==> src/rtl/mem_stage_ctrl_pkg.sv <==
// mem_stage_ctrl_pkg
//   Shared definitions for the memory-stage controller: FSM state encoding,
//   default data/address widths and the register-index width.
package mem_stage_ctrl_pkg;

  localparam int DATA_W_DEF = 64;
  localparam int ADDR_W_DEF = 9;
  localparam int REG_W      = 3;

  typedef enum logic [1:0] {
    ST_IDLE = 2'd0,
    ST_BUSY = 2'd1,
    ST_WB   = 2'd2
  } mem_state_t;

endpackage

==> src/rtl/mem_stage_ctrl.sv <==
// mem_stage_ctrl
//   Consumer end of the execute-to-memory pipeline register. Non-memory
//   instructions are forwarded to write-back one cycle after acceptance.
//   Loads and stores are issued through a req/ack handshake while the
//   upstream register is held by stall_out.
//
//   Optional build macro: MEM_TIMEOUT_EN
//     defined   - a BUSY access without ack for TIMEOUT_CYC cycles is aborted;
//                 write-back happens with WRegEn_out=0 and err_out pulses.
//     undefined - BUSY waits indefinitely; err_out is tied 0.
//
//   Ports
//     clk, reset        clock (rising edge), async active-low reset
//     valid_in          upstream register holds a live instruction
//     WRegEn_in         instruction writes the register file
//     WMemEn_in         store
//     MemRd_in          load
//     R1out_in          ALU result / memory address
//     R2out_in          store data
//     WReg1_in          destination register
//     stall_out         hold upstream register
//     mem_req/mem_we/mem_addr/mem_wdata   memory request
//     mem_ack/mem_rdata memory completion and load data
//     wb_valid, WRegEn_out, WReg1_out, WData_out   write-back outputs
//     err_out           one-cycle timeout pulse
//
//   state | meaning
//   ------+---------------------------------------------------------------
//   IDLE  | accepting; ALU ops forwarded, memory ops latched and issued
//   BUSY  | mem_req held until mem_ack (or timeout)
//   WB    | write-back pulse; upstream still shows the finished instr
module mem_stage_ctrl
  import mem_stage_ctrl_pkg::*;
#(
  parameter int DATA_W      = DATA_W_DEF,
  parameter int ADDR_W      = ADDR_W_DEF,
  parameter int TIMEOUT_CYC = 255
) (
  input  logic              clk,
  input  logic              reset,
  input  logic              valid_in,
  input  logic              WRegEn_in,
  input  logic              WMemEn_in,
  input  logic              MemRd_in,
  input  logic [DATA_W-1:0] R1out_in,
  input  logic [DATA_W-1:0] R2out_in,
  input  logic [REG_W-1:0]  WReg1_in,
  output logic              stall_out,
  output logic              mem_req,
  output logic              mem_we,
  output logic [ADDR_W-1:0] mem_addr,
  output logic [DATA_W-1:0] mem_wdata,
  input  logic              mem_ack,
  input  logic [DATA_W-1:0] mem_rdata,
  output logic              wb_valid,
  output logic              WRegEn_out,
  output logic [REG_W-1:0]  WReg1_out,
  output logic [DATA_W-1:0] WData_out,
  output logic              err_out
);

  mem_state_t        r_state,      w_state_nxt;
  logic              r_mem_req,    w_mem_req_nxt;
  logic              r_mem_we,     w_mem_we_nxt;
  logic [DATA_W-1:0] r_lat_addr,   w_lat_addr_nxt;
  logic [DATA_W-1:0] r_lat_wdata,  w_lat_wdata_nxt;
  logic [REG_W-1:0]  r_lat_dst,    w_lat_dst_nxt;
  logic              r_lat_wregen, w_lat_wregen_nxt;
  logic              r_lat_load,   w_lat_load_nxt;
  logic              r_wb_valid,   w_wb_valid_nxt;
  logic              r_wregen_out, w_wregen_out_nxt;
  logic [REG_W-1:0]  r_wreg1_out,  w_wreg1_out_nxt;
  logic [DATA_W-1:0] r_wdata_out,  w_wdata_out_nxt;
  logic              w_memop;

`ifdef MEM_TIMEOUT_EN
  localparam int TO_W = ($clog2(TIMEOUT_CYC + 1) > 8) ? $clog2(TIMEOUT_CYC + 1) : 8;
  logic [TO_W-1:0] r_to_cnt, w_to_cnt_nxt;
  logic            r_err,    w_err_nxt;
`endif

  assign w_memop = valid_in & (WMemEn_in | MemRd_in);

  // Gated by reset so the upstream register is released while in reset,
  // even if it still presents a memory op.
  assign stall_out = reset & (((r_state == ST_IDLE) & w_memop) | (r_state == ST_BUSY));

  always_comb begin
    w_state_nxt      = r_state;
    w_mem_req_nxt    = r_mem_req;
    w_mem_we_nxt     = r_mem_we;
    w_lat_addr_nxt   = r_lat_addr;
    w_lat_wdata_nxt  = r_lat_wdata;
    w_lat_dst_nxt    = r_lat_dst;
    w_lat_wregen_nxt = r_lat_wregen;
    w_lat_load_nxt   = r_lat_load;
    w_wb_valid_nxt   = 1'b0;
    w_wregen_out_nxt = r_wregen_out;
    w_wreg1_out_nxt  = r_wreg1_out;
    w_wdata_out_nxt  = r_wdata_out;
`ifdef MEM_TIMEOUT_EN
    w_to_cnt_nxt     = r_to_cnt;
    w_err_nxt        = 1'b0;
`endif
    case (r_state)
      ST_IDLE: begin
        if (w_memop) begin
          w_state_nxt      = ST_BUSY;
          w_mem_req_nxt    = 1'b1;
          w_mem_we_nxt     = WMemEn_in;
          w_lat_addr_nxt   = R1out_in;
          w_lat_wdata_nxt  = R2out_in;
          w_lat_dst_nxt    = WReg1_in;
          w_lat_wregen_nxt = WRegEn_in;
          // store wins when both op bits are set
          w_lat_load_nxt   = ~WMemEn_in;
`ifdef MEM_TIMEOUT_EN
          w_to_cnt_nxt     = '0;
`endif
        end else if (valid_in) begin
          w_wb_valid_nxt   = 1'b1;
          w_wregen_out_nxt = WRegEn_in;
          w_wreg1_out_nxt  = WReg1_in;
          w_wdata_out_nxt  = R1out_in;
        end
      end
      ST_BUSY: begin
        if (mem_ack) begin
          w_state_nxt      = ST_WB;
          w_mem_req_nxt    = 1'b0;
          w_wb_valid_nxt   = 1'b1;
          w_wregen_out_nxt = r_lat_wregen;
          w_wreg1_out_nxt  = r_lat_dst;
          w_wdata_out_nxt  = r_lat_load ? mem_rdata : r_lat_addr;
        end
`ifdef MEM_TIMEOUT_EN
        // count hits TIMEOUT_CYC-1 on the TIMEOUT_CYC-th ack-less BUSY cycle
        else if (r_to_cnt == TO_W'(TIMEOUT_CYC - 1)) begin
          w_state_nxt      = ST_WB;
          w_mem_req_nxt    = 1'b0;
          w_wb_valid_nxt   = 1'b1;
          w_wregen_out_nxt = 1'b0;
          w_wreg1_out_nxt  = r_lat_dst;
          w_wdata_out_nxt  = r_lat_addr;
          w_err_nxt        = 1'b1;
        end else begin
          w_to_cnt_nxt     = r_to_cnt + 1'b1;
        end
`endif
      end
      ST_WB: begin
        w_state_nxt = ST_IDLE;
      end
      default: begin
        w_state_nxt   = ST_IDLE;
        w_mem_req_nxt = 1'b0;
      end
    endcase
  end

  always_ff @(posedge clk or negedge reset) begin
    if (!reset) begin
      r_state      <= ST_IDLE;
      r_mem_req    <= 1'b0;
      r_mem_we     <= 1'b0;
      r_lat_addr   <= '0;
      r_lat_wdata  <= '0;
      r_lat_dst    <= '0;
      r_lat_wregen <= 1'b0;
      r_lat_load   <= 1'b0;
      r_wb_valid   <= 1'b0;
      r_wregen_out <= 1'b0;
      r_wreg1_out  <= '0;
      r_wdata_out  <= '0;
    end else begin
      r_state      <= w_state_nxt;
      r_mem_req    <= w_mem_req_nxt;
      r_mem_we     <= w_mem_we_nxt;
      r_lat_addr   <= w_lat_addr_nxt;
      r_lat_wdata  <= w_lat_wdata_nxt;
      r_lat_dst    <= w_lat_dst_nxt;
      r_lat_wregen <= w_lat_wregen_nxt;
      r_lat_load   <= w_lat_load_nxt;
      r_wb_valid   <= w_wb_valid_nxt;
      r_wregen_out <= w_wregen_out_nxt;
      r_wreg1_out  <= w_wreg1_out_nxt;
      r_wdata_out  <= w_wdata_out_nxt;
    end
  end

`ifdef MEM_TIMEOUT_EN
  always_ff @(posedge clk or negedge reset) begin
    if (!reset) begin
      r_to_cnt <= '0;
      r_err    <= 1'b0;
    end else begin
      r_to_cnt <= w_to_cnt_nxt;
      r_err    <= w_err_nxt;
    end
  end
  assign err_out = r_err;
`else
  assign err_out = 1'b0;
`endif

  assign mem_req    = r_mem_req;
  assign mem_we     = r_mem_we;
  assign mem_addr   = r_lat_addr[ADDR_W-1:0];
  assign mem_wdata  = r_lat_wdata;
  assign wb_valid   = r_wb_valid;
  assign WRegEn_out = r_wregen_out;
  assign WReg1_out  = r_wreg1_out;
  assign WData_out  = r_wdata_out;

endmodule

==> config.mk <==
export PLATFORM = sky130hd
export DESIGN_NAME = mem_stage_ctrl
export DESIGN_NICKNAME = d
export VERILOG_FILES = /design/src/rtl/mem_stage_ctrl_pkg.sv /design/src/rtl/mem_stage_ctrl.sv
export SDC_FILE = /design/constraint.sdc
export NUM_CORES = 1
export LEC_CHECK = 0
export CORE_MARGIN = 3
export CORE_UTILIZATION = 40
export CTS_BUF_LIST = sky130_fd_sc_hd__clkbuf_8
export CTS_CLUSTER_DIAMETER = 150
export DETAILED_ROUTE_END_ITERATION = 6
export PLACE_DENSITY_LB_ADDON = 0.25
export SYNTH_ARGS = -nofsm -noshare
export SYNTH_HDL_FRONTEND = slang
export SYNTH_SLANG_ARGS = --single-unit
==> constraint.sdc <==
create_clock -name clk -period 5.1 [get_ports clk]
set_clock_uncertainty 0.15 [all_clocks]
set_input_delay 0.765 -clock clk [delete_from_list [all_inputs] [get_ports clk]]
set_output_delay 0.765 -clock clk [all_outputs]
set_load 0.01 [all_outputs]
==> metrics.txt <==
RSZ-0062 raised after global routing false; layout cell share with drive strength beyond 1 about a fifth; average size of a mapped cell between 10 and 15 sq um; Max Slew Vio Count 0; vias in the first global route approximately 7000; first-pass GRT wire length about 40000 um; Die Footprint between 20000 and 25000 sq um; drt pass-1 iters 4; status complete, no violations; Power Density 534 nW/um^2; setup bufs post-CTS 0; Worst Path Required 4180 ps; Post-synth EDFFs 0; overall routing resource usage a little over a fifth; initial antenna violation count 0; Max Freq approximately 0.27 GHz; LEAKAGE around 0.0055 uW; CP startpoint kind primary input; headroom to the max-slew limit 40.5%; floorplan core area 21200 sq um; largest net degree at the start of global routing 71; Worst setup EP type output pin; Num CTS Buffers 37; Die Width around 150 um; CP Cell Sequence clkdlybuf4s50_1, nor3b_1, o21ai_1, a21boi_0, clkdlybuf4s50_1; gr ovfl total 0; Filler Cells Inserted 1700; Final min period between 3000 and 4000 ps; DR vias 6551; fraction of registers with async set/reset 100%; arrival time worst endpoint 2840 ps; Die H roughly 150 um; Starting DRT DRC Count 280; Slowest-stage cell, CP clkdlybuf4s50_1; post-cts sizing count 0; WL per Instance roughly 20 um; worst-path maximum fanout 9; Seq cells post-synth between 200 and 250; Cell variety after synth 25; number of setup violations in the final report 0; worst hold path class primary input to asynchronous set/reset pin; Seq/Total Area, Yosys between 50% and 60%; clk buf depth 3; Synth Net Count about 830; Residual DRC 0; final core occ 61.8%; Clock transition at path regs around 60 ps; Nets 1167; CTS Sinks 206; Final Hold Violating Endpoints 0; DR vias/cell roughly 5.2; Cell Area, Synth approximately 9000 sq um; most used cell, CP clkdlybuf4s50_1; routability cong. about 0.79; Syn. warnings 0; Cell Rows 53; final period utilization between 70% and 80%; CTS root buf clkbuf_8; dominant synthesized flop cell dfrtp_1; Hold-fix buffers, CTS 0; n_diodes 0; Crit Path Class primary input to output pin; Slew @ Worst Pin 893 ps; Initial Util between 40% and 50%; HPWL Detailed 16900 um; clk_lat worst skew 510 ps; CTS tree yes; max cap viols 0; Antenna Nets Post-Route 0; port bufs ~350; H-tree depth 2; final wirelength between 20000 and 30000 um; Syn-to-layout area delta 50.1%; Worst path max stage delay 590 ps; Cells after Synth 623; Top Ports 348; TNS Setup 0 ps; maximum VDD drop approximately 0.00032 V
[kinds of logic (layout without fill, tap and decap cells)]
logic type / Yosys count / after routing / share of synthesized area, %
compound gates: 83 / 83 / 8.66
buf+inv: 63 / 432 / 4.71
flops: 206 / 206 / 59.0
mux: 193 / 193 / 24.0
other cells: 1 / 1 / 0.0429
simple gates: 77 / 77 / 3.65
[metal layers]
layer,global-route usage (%),vias up,part of all wire (%)
met3,8.13,43,9.9
met4,5.93,0,2.1
li1,-,2954,-
met5,0,-,0
met1,26.8,3270,41
met2,33.5,284,47
[Yosys cell counts (2+ instances only)]
master      n  share of area [%]
mux2_2    129                 17
mux2i_1    64                7.3
buf_6      11                1.4
a221o_1    64                7.3
buf_4      14                1.2
a221oi_1    4               0.40
clkbuf_1   11               0.47
o21ai_0    12               0.69
dfrtp_1   206                 59
nor2_1     69                3.0
nand2_1     2              0.086
buf_8       2               0.34
inv_1      10               0.43
buf_2      14               0.80
[worst max-delay path, delay by kind of cell]
kind | cells | cell delay [ps]
AOI/OAI and AO/OA | 2 | 600
buffers and inverters | 2 | 1060
and+or+nand+nor | 1 | 400
[layout by cell type (no fill, tap or decap), drive strengths merged]
cell type / count
a21boi: 1
a21oi: 1
a221o: 64
a221oi: 4
buf: 10
bufinv: 3
clkbuf: 50
clkdlybuf4s50: 345
clkinv: 2
clkinvlp: 1
conb: 1
dfrtp: 206
inv: 21
mux2: 129
mux2i: 64
nand2: 2
nand2b: 1
nand3b: 1
nor2: 70
nor3: 1
nor3b: 1
o21ai: 13
or3b: 1
[report_power, final]
group	switching [uW]	internal [uW]
registers	421	2290
clock network	675	1010
logic	979	1630
total	2070	4930
[registers in the layout, indices dropped and copies added (netlist names)]
name	flops
WData_out	64
mem_wdata	64
r_lat_addr	64
WReg1_out	3
r_lat_dst	3
r_state	2
WRegEn_out	1
mem_req	1
mem_we	1
r_lat_load	1
r_lat_wregen	1
wb_valid	1
[per-stage QoR]
stage	area, sq um	hold WS [ps]	total power [uW]	std cells	setup WS [ps]
finish	13100	56.9	7000	1267	1350
global route	13100	41.8	7410	1267	1160
CTS	13100	31.2	7100	1267	1310
detailed placement	12300	318	5370	1201	1320
global placement	12300	316	5310	1201	1380
floorplan	8740	319	3930	623	2600
[area by class of cell]
type | instances | area [sq um] | area share (%)
Inverter | 10 | 37.5 | 0.286
Multi-Input combinational cell | 354 | 3190 | 24.3
Tap cell | 275 | 344 | 2.62
Clock buffer | 49 | 674 | 5.14
Clock inverter | 17 | 149 | 1.14
Timing Repair Buffer | 356 | 3570 | 27.2
Sequential cell | 206 | 5160 | 39.3
[worst paths after layout]
check	from	end	slack, ps	cells past startpoint
max	valid_in	stall_out	1350	5
min	reset	WData_out[4]$_DFFE_PN0P_	60	1
max reg2reg	r_lat_load$_DFFE_PN0P_	WData_out[19]$_DFFE_PN0P_	2660	4
min reg2reg	mem_req$_DFFE_PN0P_	mem_req$_DFFE_PN0P_	330	2
max in group asynchronous	reset	r_lat_load$_DFFE_PN0P_	3110	3
min in group clk	mem_req$_DFFE_PN0P_	mem_req$_DFFE_PN0P_	330	2
Power figures use the tool's default switching activity.
